==> src/rtl/piso_serializer.sv <==
// piso_serializer: parallel-in, serial-out shifter with a one-word holding
// register. Words arrive over a valid/ready handshake and leave one bit per
// clock over a valid/ready serial stream. The holding register lets the next
// word be handed over while the current one is still shifting, so a stream
// with continuous downstream readiness has no bubbles between words.
module piso_serializer #(
    parameter int DATA_WIDTH = 16,
    parameter bit MSB_FIRST  = 1'b1
) (
    input  logic                  clk,
    input  logic                  resetn,
    input  logic [DATA_WIDTH-1:0] din,
    input  logic                  din_valid,
    output logic                  din_ready,
    output logic                  dout,
    output logic                  dout_valid,
    input  logic                  dout_ready,
    output logic                  dout_last
);

    localparam int CW = $clog2(DATA_WIDTH);
    localparam logic [CW-1:0] LAST_IDX = CW'(DATA_WIDTH - 1);

    // ST_SHIFT means the shifter holds a word whose current bit is on dout.
    typedef enum logic {
        ST_IDLE  = 1'b0,
        ST_SHIFT = 1'b1
    } state_t;

    state_t                state, state_nxt;
    logic [DATA_WIDTH-1:0] shreg, shreg_nxt;
    logic [CW-1:0]         count, count_nxt;
    logic [DATA_WIDTH-1:0] hold, hold_nxt;
    logic                  hold_valid, hold_valid_nxt;

    logic                  accept;
    logic                  transfer;
    logic                  free;
    logic                  out_bit;
    logic [DATA_WIDTH-1:0] shreg_shifted;

    // Ready depends only on the holding register, so it never loops back
    // through din_valid; it is forced low while reset is asserted.
    assign din_ready  = resetn & ~hold_valid;
    assign dout_valid = (state == ST_SHIFT);
    assign out_bit    = MSB_FIRST ? shreg[DATA_WIDTH-1] : shreg[0];
    assign dout       = dout_valid & out_bit;
    assign dout_last  = dout_valid & (count == LAST_IDX);

    assign accept   = din_valid & din_ready;
    assign transfer = dout_valid & dout_ready;
    // The shifter can take a new word when empty, or when its final bit is
    // leaving on this edge.
    assign free     = ~dout_valid | (transfer & dout_last);

    // Move the next bit to the output end of the shifter.
    always_comb begin
        shreg_shifted = shreg;
        if (MSB_FIRST) begin
            shreg_shifted = {shreg[DATA_WIDTH-2:0], 1'b0};
        end else begin
            shreg_shifted = {1'b0, shreg[DATA_WIDTH-1:1]};
        end
    end

    // Next-state: reload the shifter when free (held word first), otherwise
    // shift on transfer and park an incoming word in the holding register.
    always_comb begin
        state_nxt      = state;
        shreg_nxt      = shreg;
        count_nxt      = count;
        hold_nxt       = hold;
        hold_valid_nxt = hold_valid;

        if (free) begin
            if (hold_valid) begin
                shreg_nxt = hold;
                count_nxt = '0;
                state_nxt = ST_SHIFT;
                if (accept) begin
                    hold_nxt = din;
                end else begin
                    hold_valid_nxt = 1'b0;
                end
            end else if (accept) begin
                shreg_nxt = din;
                count_nxt = '0;
                state_nxt = ST_SHIFT;
            end else begin
                state_nxt = ST_IDLE;
            end
        end else begin
            if (transfer) begin
                shreg_nxt = shreg_shifted;
                count_nxt = count + CW'(1);
            end
            if (accept) begin
                hold_nxt       = din;
                hold_valid_nxt = 1'b1;
            end
        end
    end

    // State register; reset discards both the partial and the held word.
    always_ff @(posedge clk) begin
        if (!resetn) begin
            state      <= ST_IDLE;
            shreg      <= '0;
            count      <= '0;
            hold       <= '0;
            hold_valid <= 1'b0;
        end else begin
            state      <= state_nxt;
            shreg      <= shreg_nxt;
            count      <= count_nxt;
            hold       <= hold_nxt;
            hold_valid <= hold_valid_nxt;
        end
    end

endmodule
==> config.mk <==
export PLATFORM = sky130hd
export DESIGN_NAME = piso_serializer
export DESIGN_NICKNAME = d
export VERILOG_FILES = /design/src/rtl/piso_serializer.sv
export SDC_FILE = /design/constraint.sdc
export NUM_CORES = 1
export LEC_CHECK = 0
export ABC_AREA = 1
export BUFFER_PORTS_ARGS = -buffer_cell sky130_fd_sc_hd__clkbuf_2
export CAP_MARGIN = 20
export CORE_MARGIN = 3
export CORE_UTILIZATION = 57
export CTS_CLUSTER_DIAMETER = 100
export CTS_CLUSTER_SIZE = 30
export DETAILED_ROUTE_END_ITERATION = 6
export GPL_TIMING_DRIVEN = 0
export MAX_ROUTING_LAYER = met4
export PLACE_DENSITY = 0.79
export SETUP_SLACK_MARGIN = 0.3
export SYNTH_ARGS = -nofsm -noshare
export SYNTH_HDL_FRONTEND = slang
export SYNTH_SLANG_ARGS = --single-unit
==> constraint.sdc <==
create_clock -name clk -period 2.2 [get_ports clk]
set_clock_uncertainty 0.1 [all_clocks]
set_input_delay 0.22 -clock clk [delete_from_list [all_inputs] [get_ports clk]]
set_output_delay 0.22 -clock clk [all_outputs]
set_load 0.005 [all_outputs]
[Word-level counts from Yosys, hierarchy flattened]
Index checks and enable logic that the tools add are counted.
Word-level totals
  bits in latches: 0
  memories: 0
  bits in registers: 38
  word-level logic and storage cells: 37
  bits in writable memories: 0
  output and inout port bits: 4
  ROM bits: 0
Operators by class
  multipliers: 0
  equal/unequal tests: 3
  muxes and demuxes: 16
  bitwise operators: 9
  shift-type cells: 0
  div/mod/pow operators: 0
  add/sub/neg operators: 1
  reduce and logical (&&, ||, !) cells: 3
  order comparisons: 0
Operators with widths (number)
  $mux 16: 7
  $mux 4: 4
  $and 1x1->1: 6
  $mux 1: 5
  $add 4x1->4 const B: 1
  $eq 4x4->1 const B: 1
  $reduce_bool 2->1: 2
  $ne 3x3->1 const B: 1
  $ne 2x2->1 const B: 1
  $not 1->1: 2
  $reduce_and 2->1: 1
  $or 1x1->1: 1

[Depth between registers and ports, before layout]
Gate-level depths: netlist (run 1).
  word-level depth: 6
  gate-level depth with buffers: 10

[Worst setup path after synthesis (run 1)]
Ideal clock, no wire load.
  path kind: flip-flop to flip-flop
  start point: register count[0]
  end point: register hold[0]
  buffers on the path: 1
  arrival: 1.320 ns
  cell stages (with the launch flop): 9
  slack: 0.667 ns
  library setup time: 0.113 ns
  path through: dfxtp_1 -> ha_1 -> nand3_2 -> o21bai_4 -> nor2_2 -> inv_2 -> buf_4 -> nor2_1 -> nor2_1
On the way
  longest elaborated chain between the ends: 5
  elaborated cells on any way between the ends: 6
  those cells by class: eq/ne: 2; mux: 1; bitwise: 3
RTL lines
  start, declared: line 32  | logic [CW-1:0] count, count_nxt;
  start signal, assigned: line 115  | count <= count_nxt;
  $eq 4x4->1 *: line 48  | assign dout_last = dout_valid & (count == LAST_IDX);
  $and 1x1->1 *: line 48
  $and 1x1->1 *: line 54  | assign free = ~dout_valid | (transfer & dout_last);
  $or 1x1->1 *: line 54
  $ne 2x2->1 (no line) or $mux 16 (tied branches)
  end signal, assigned: line 116  | hold <= hold_nxt;
  end, declared: line 33  | logic [DATA_WIDTH-1:0] hold, hold_nxt;
Every way passes the cells marked *; elsewhere a longest branch is shown, timed or not.
A chain may end at the register's enable or synchronous reset.

[Worst setup path after layout (run 1)]
  start point: register count[1]
  end point: register shreg[13]
On the way
  longest elaborated chain between the ends: 6
  elaborated cells on any way between the ends: 8
  those cells by class: eq/ne: 2; mux: 1; bitwise: 3; reduce/logical: 2
RTL lines
  $eq 4x4->1 *: line 48
  $and 1x1->1 *: line 48
  $and 1x1->1 *: line 54
  $or 1x1->1 *: line 54
  $ne 3x3->1 (no line) or $reduce_bool 2->1 (tied branches)
  $reduce_and 2->1 (no line)
  end signal, assigned: line 114  | shreg <= shreg_nxt;
  end, declared: line 31  | logic [DATA_WIDTH-1:0] shreg, shreg_nxt;
Marked as above.

==> results of run 1 <==
[power by group]
group,internal (mW),total [mW],switching [mW],leakage [nW]
Sequential,0.743,0.763,0.0204,0.312
Combinational,0.122,0.306,0.184,0.761
Clock,0.155,0.383,0.228,0.0353
[kinds of logic (layout without fill, tap and decap cells)]
kind of cell    count (synthesis)  in the layout  synth area share [%]
simple gates                  181            181                  38.3
buf+inv                        41             74                  9.29
compound gates                 39             39                  11.5
flops                          38             38                  39.8
fa+ha+maj                       1              1                 0.654
xor+xnor                        1              1                 0.458
[per-layer routing]
layer	up-vias	wire length [µm]	part of all wire [%]
met2	56	1910	46
met1	786	1930	46
li1	998	-	-
met4	0	63	1.5
met5	-	0	0
met3	7	282	6.7
[cell usage after synthesis, types with 2 or more instances]
master | number | area share (%)
sky130_fd_sc_hd__dfxtp_1 | 38 | 40
sky130_fd_sc_hd__nand3b_1 | 2 | 0.78
sky130_fd_sc_hd__nand2_2 | 2 | 0.65
sky130_fd_sc_hd__o21ai_0 | 16 | 4.2
sky130_fd_sc_hd__buf_2 | 10 | 2.6
sky130_fd_sc_hd__buf_4 | 3 | 1.2
sky130_fd_sc_hd__a21oi_1 | 4 | 1.0
sky130_fd_sc_hd__clkbuf_1 | 4 | 0.78
sky130_fd_sc_hd__inv_1 | 21 | 4.1
sky130_fd_sc_hd__inv_2 | 3 | 0.59
sky130_fd_sc_hd__o21ai_1 | 17 | 4.4
sky130_fd_sc_hd__nor2_1 | 67 | 13
sky130_fd_sc_hd__nand3_1 | 20 | 5.2
sky130_fd_sc_hd__nand2_1 | 87 | 17
[area by class of cell]
| class | count | area [µm²] |
|---|---|---|
| Fill cell | 298 | 963 |
| Sequential cell | 38 | 762 |
| Timing Repair Buffer | 25 | 133 |
| Clock inverter | 1 | 5.00 |
| Clock buffer | 7 | 55.1 |
| Inverter | 24 | 90.1 |
| Buffer | 17 | 90.1 |
| Multi-Input combinational cell | 222 | 975 |
| Tap cell | 44 | 55.1 |
[critical path: stages (launching register included)]
cell	delay, ns
sky130_fd_sc_hd__dfxtp_1	0.37
sky130_fd_sc_hd__ha_1	0.21
sky130_fd_sc_hd__nand3_2	0.14
sky130_fd_sc_hd__o21bai_4	0.22
sky130_fd_sc_hd__buf_4	0.16
sky130_fd_sc_hd__nand2_1	0.05
sky130_fd_sc_hd__buf_2	0.19
sky130_fd_sc_hd__nand3_1	0.08
sky130_fd_sc_hd__nand2_1	0.05
sky130_fd_sc_hd__nor2_1	0.10
[sequential cells by signal, summed over array words and instances, names as in the netlist]
register and flops:
shreg 16, count 4, dout_valid 1, hold_valid 1
hold 16
[cells in the final DEF, fill, tap and decap left out, types with 2 or more instances in the layout]
cell | synthesis | routed
sky130_fd_sc_hd__a21oi_1 | 4 | 4
sky130_fd_sc_hd__buf_2 | 10 | 9
sky130_fd_sc_hd__buf_4 | 3 | 6
sky130_fd_sc_hd__clkbuf_1 | 4 | 5
sky130_fd_sc_hd__clkbuf_2 | 0 | 22
sky130_fd_sc_hd__clkbuf_4 | 0 | 6
sky130_fd_sc_hd__dfxtp_1 | 38 | 37
sky130_fd_sc_hd__inv_1 | 21 | 21
sky130_fd_sc_hd__inv_2 | 3 | 3
sky130_fd_sc_hd__nand2_1 | 87 | 87
sky130_fd_sc_hd__nand2_2 | 2 | 2
sky130_fd_sc_hd__nand3_1 | 20 | 20
sky130_fd_sc_hd__nand3b_1 | 2 | 2
sky130_fd_sc_hd__nor2_1 | 67 | 67
sky130_fd_sc_hd__o21ai_0 | 16 | 16
sky130_fd_sc_hd__o21ai_1 | 17 | 17
[what timing repair did]
item / 4_1_cts / 5_1_grt
setup endpoints to repair: 0 / 24
resized for setup: 0 / 2
hold buffers: 0 / 0
endpoints found under the hold margin: 0 / 0
buffers inserted: 0 / 3
[stage by stage]
stage | utilization (%) | cell area [µm²] | setup slack, ns | total power, mW
2_1_floorplan | - | 1910 | 0.667 | 0.996
3_3_place_gp | 66.4 | 2080 | 0.424 | 1.07
3_5_place_dp | 66.4 | 2080 | 0.384 | 1.07
4_1_cts | 68.4 | 2140 | 0.349 | 1.45
5_1_grt | 69.2 | 2160 | 0.290 | 1.54
6_report | 69.2 | 2160 | 0.452 | 1.45
[path summary, 6_finish.rpt]
path / slack, ns / end / startpoint / depth (start not counted)
worst min-delay path: 0.009 / hold[0] / din[0] / 3
worst max-delay path: 0.45 / shreg[13] / count[1] / 9
worst max register to register: 0.45 / shreg[13] / count[1] / 9
worst min register to register: 0.35 / count[0] / count[0] / 1
==> metrics list, run 1 <==
* Outcome: completed
- Final instance count without filler cells: 378
* Setup repair after global routing missed its margin: no
* Largest buffer count on any clock path: 2
- The critical path is of the reg2reg type.
* Gp weighted congestion: 0.850
* First-pass GRT wire length: 7290 µm
- The die is 63.9 µm wide.
* DR vias: 1,847
- Count of antenna-violating nets left after detailed routing: 0
- Flip-flop cell with the highest count after synthesis: sky130_fd_sc_hd__dfxtp_1
- Met2 capacity usage during global routing: 35.6%
- Total congestion overflow after global routing: 0
* Total number of H-tree levels: 2
- Half-perimeter wire length after placement: 3010 µm
- The tree built by TritonCTS fans out to 38 sinks.
- Clock edge transition at the registers on the reported setup and hold paths: 0.11 ns
- Relative slew margins: 72.1%
- After detailed routing, the number of remaining DRC violations is 0.
* Most crowded layer after global routing: met2
- Input and output buffers added on the ports amount to 22.
- Starting utilization of the core area: 61.2%
* First-pass iteration count of the detailed router: 4
- Worst hold margin: 0.00934 ns
- Global routing met3 resource utilization: 5.27%
- Fraction of synthesis flops using an asynchronous set or reset pin: 0%
* Power density cells: 671 nW/µm²
* Peak supply drop: 0.411 mV
* Final routed wire length divided by cell count: 11.1 µm
- For this run, the number of Yosys warnings is 0.
* Layout Nets: 354
- The worst setup path is captured at a flop.
- Number of cells in the design after placement: 367
- For the finished layout, the period the worst path requires is 1.75 ns.
- The tree is rooted in a sky130_fd_sc_hd__clkbuf_4.
- The number of global-route vias before repair is 1,661.
- After synthesis the netlist holds a flip-flop and latch count of 38.
* Die Span Y: 63.9 µm
* Total CTS buffers: 5
* Max frequency: 0.572 GHz
- STA classifies the critical path startpoint as a flop.
- For this run, the total global-route usage over all layers was measured as 22.8%.
* Path category of the worst min-delay check: in2reg
* Number of ports placed on the die boundary: 24
* Core footprint: 3130 µm²
- Cell count after synthesis: 301
* # rows: 20
* Clock tree from TritonCTS: built
* Ratio of routed vias to standard cells: 4.89
- For this run, global-route usage on met1 was measured as 29.7%.
- STA puts the critical path data arrival time at 1.93 ns.
- Largest net degree at the start of global routing: 12
- Layout overhead on the synthesized area: 13.1%
* Post-detailed-routing wire length: 4190 µm
- The number of antenna violations at the first check in global routing came to 0.
- Leakage dissipation: 1.11 nW
* Initial DRC Count: 109
* Number of nets in the synthesized netlist: 322
- Setup TNS: 0 ns
- At the pin with the least slew margin, the transition time is 0.419 ns.
* Part of the Yosys area used for sequential elements: 39.8%
- Number of max-slew violations in the final report: 0
- The post-route netlist has 16.8% of its cells at a drive strength greater than 1.
- Number of hold-slack violations in the final timing report: 0
- Later-pin clock latency in the skew report: 0.35 ns
- Distinct cell type count of the synthesized netlist: 21
- Count of final setup violators: 0
- Of the available clock period, the critical path in the final layout requires 79.4%.
* Synth Cell Area: 1910 µm²
- In this run the worst path has a maximum fanout of 10.
- The die covers 4090 µm².
- The average instance in the mapped netlist occupies 6.36 µm².
* Req. time, crit path: 2.39 ns
- 0 antenna diodes ended up in the layout.
- The synthesized design contains 0 enable-type register cells.
- # Max-Cap Violations: 0
No activity file was read; power rests on OpenSTA's default activity.
==> run 2: changes to the inputs <==
- clock period: 2.2 -> 1.7 ns (I/O delays scaled with it)
==> run 2 against run 1 <==
Net effect:
- the run now ends with negative hold slack left
- sequential power grew 30%
- first-iteration DRC count grew 0.92%
- maximum frequency grew 9.8%
- die area is the same
- power grew 36%
- worst setup slack lost 0.34 ns
- combinational power grew 62%
- critical endpoint is now hold[2]
- largest power group unchanged
- highest routed layer unchanged
==> metrics list, run 2 (synthesized netlist as in run 1, its figures left out) <==
- The worst setup path is launched from a flop.
- The count of H-tree levels built during CTS is 2 (unchanged).
- The final weighted congestion of routability-driven global placement came to 0.813 (-4.5%).
* # rows: 20 (unchanged)
- The total global-route track usage came to 25.9% (+3.1 points).
- Largest net degree at the start of global routing: 11 (-1)
- Path category of the worst min-delay check: in2reg
- Leaving out fill and tap cells, the most frequent cell in the layout is sky130_fd_sc_hd__nand2_1.
* Req. time, crit path: 1.86 ns (-0.53 ns)
- Number of ports placed on the die boundary: 24 (unchanged)
- Pin slew with the least headroom to its limit: 0.441 ns (+0.0225 ns)
- Count of antenna-violating nets left after detailed routing: 0 (unchanged)
- The share of the clock period used by the worst path after layout is 93.7% (+14 points).
* Arrival time at the worst endpoint: 1.75 ns (-0.18 ns)
* Outcome: complete, but fails checks
- The count of buffers inserted at the top-level ports was 22 (unchanged).
* Critical path endpoint category: flop
* Leakage dissipation: 1.24 nW (+12%)
* Number of max-slew violations in the final report: 0 (unchanged)
- The sum of routed wire length over all layers was 4920 µm (+17%).
- The number of search-and-repair iterations in the first detailed-routing pass came to 4 (unchanged).
- Most frequent cells in the layout: sky130_fd_sc_hd__nand2_1, sky130_fd_sc_hd__nor2_1, sky130_fd_sc_hd__dfxtp_1
* Biggest registers after layout: hold x16, shreg x16, count x4
- Cell area after layout: 2530 µm² (+17%)
* Initial DRC Count: 110 (+0.92%)
- Number of antenna violations at the first check in global routing: 0 (unchanged)
- Total congestion overflow after global routing: 0 (unchanged)
- Drt drc: 0 (unchanged)
* Total cell area at the placement stage: 2150 µm² (+3.4%)
* Overall Power: 1.98 mW (+36%)
* Layout overhead on the synthesized area: 32.2%
- Power density cells: 781 nW/µm² (+16%)
* ANT cells: 0 (unchanged)
- The achievable clock frequency was 0.628 GHz (+9.8%).
- Violated checks: negative hold slack
- Die area: 4090 µm² (unchanged)
* Largest buffer count on any clock path: 2 (unchanged)
* First-pass GRT wire length: 8140 µm (+12%)
- The post-detailed-route via-to-cell ratio was 5.02 (+2.6%).
* Clock tree from TritonCTS: built
- The final critical-path setup slack was 0.107 ns (-0.345 ns).
- The total count of hold-check failures in the final report came to 1 (+1).
- The total CTS buffers was 5 (unchanged).
* WS Path Type: reg2reg
- Clock edge transition at the registers on the reported setup and hold paths: 0.11 ns (about the same)
- The share of post-route cells with drive strength above 1 was 22.5% (+5.7 points).
- Later-pin clock latency in the skew report: 0.36 ns (about the same)
- The standard cell core area was 3130 µm² (unchanged).
- Starting utilization of the core area: 61.2% (unchanged)
- Final routed wire length divided by cell count: 12.3 µm (+11%)
- # Max-Cap Violations: 0 (unchanged)
- The clock net sink count came to 38 (unchanged).
* Relative slew margins: 70.6% (-1.5 points)
* Peak supply drop: 0.556 mV (+35%)
- The worst slack at placement came to -0.0000274 ns (-0.384 ns).
- The count of endpoints failing setup in the final report was 0 (unchanged).
- Clock tree root buffer cell: sky130_fd_sc_hd__clkbuf_4
- Die width: 63.9 µm (unchanged)
- The detailed-placement wirelength estimate is 3000 µm (-0.21%).
* Die Span Y: 63.9 µm (unchanged)
* Worst hold margin: -0.000445 ns (-0.00979 ns)
- Via count of the first global-routing pass: 1,845 (+11%)
- Layout Nets: 378 (+6.8%)
- Crit-path max FO: 10 (unchanged)
- Setup repair after global routing missed its margin: yes
- DR vias: 2,006 (+8.6%)
- Final critical path time including I/O delays and setup: 1.59 ns (-0.155 ns)
==> run 2: where the power goes <==
| group | leakage, nW | internal, mW | switching, mW |
|---|---|---|---|
| logic | 0.898 | 0.223 | 0.272 |
| clock network | 0.0302 | 0.186 | 0.302 |
| registers | 0.312 | 0.962 | 0.0304 |
| total | 1.24 | 1.37 | 0.604 |
==> run 2: worst max-delay path, stage by stage (launching register included) <==
cell and delay [ns]:
sky130_fd_sc_hd__dfxtp_2 0.37, sky130_fd_sc_hd__ha_4 0.15, sky130_fd_sc_hd__nand3_4 0.09, sky130_fd_sc_hd__o21bai_4 0.15, sky130_fd_sc_hd__buf_12 0.15, sky130_fd_sc_hd__nor2_4 0.06
sky130_fd_sc_hd__buf_6 0.14, sky130_fd_sc_hd__o21ai_1 0.21, sky130_fd_sc_hd__nor2_1 0.07
==> run 2: layer usage <==
layer  track usage [%]  vias to the layer above  routed length [µm]
met5                 -                        -                   0
met4              7.55                        0                  74
met3              6.15                        7                 249
met2              41.9                       75                2330
met1              32.1                      881                2260
li1                  -                     1043                   -
==> run 2: timing repair <==
item,CTS,global route
hold buffers,16,0
endpoints found under the setup margin,39,40
endpoints found under the hold margin,16,0
pin swaps,4,12
resized for setup,16,16
setup buffers,9,2
==> run 2: final cells by class <==
cell class | count | area (µm²)
clock buffers | 6 | 51.3
multi-input cells | 222 | 1050
fillers | 235 | 598
well taps | 44 | 55.1
inverters | 24 | 92.6
repair buffers | 49 | 365
plain buffers | 17 | 153
flip-flops and latches | 38 | 763
==> run 2: metrics by stage <==
step / hold WS (ns) / utilization, % / TNS [ns] / cells
6_report: -0.000445 / 80.9 / 0 / 400
5_1_grt: 0.00807 / 80.9 / 0 / 400
4_1_cts: 0.00397 / 78.9 / 0 / 398
3_5_place_dp: 0.308 / 68.7 / -0.0000274 / 367
3_3_place_gp: 0.299 / 68.7 / 0 / 367
2_1_floorplan: 0.191 / - / 0 / 301
==> run 2: final timing paths <==
kind                            depth (start not counted)  startpoint  slack [ns]        to
worst max-delay path                                    8    count[1]        0.11   hold[2]
worst min-delay path                                    3      resetn     -0.0004  count[0]
worst max register to register                          8    count[1]        0.11   hold[2]
worst min register to register                          2    shreg[0]        0.39  shreg[0]
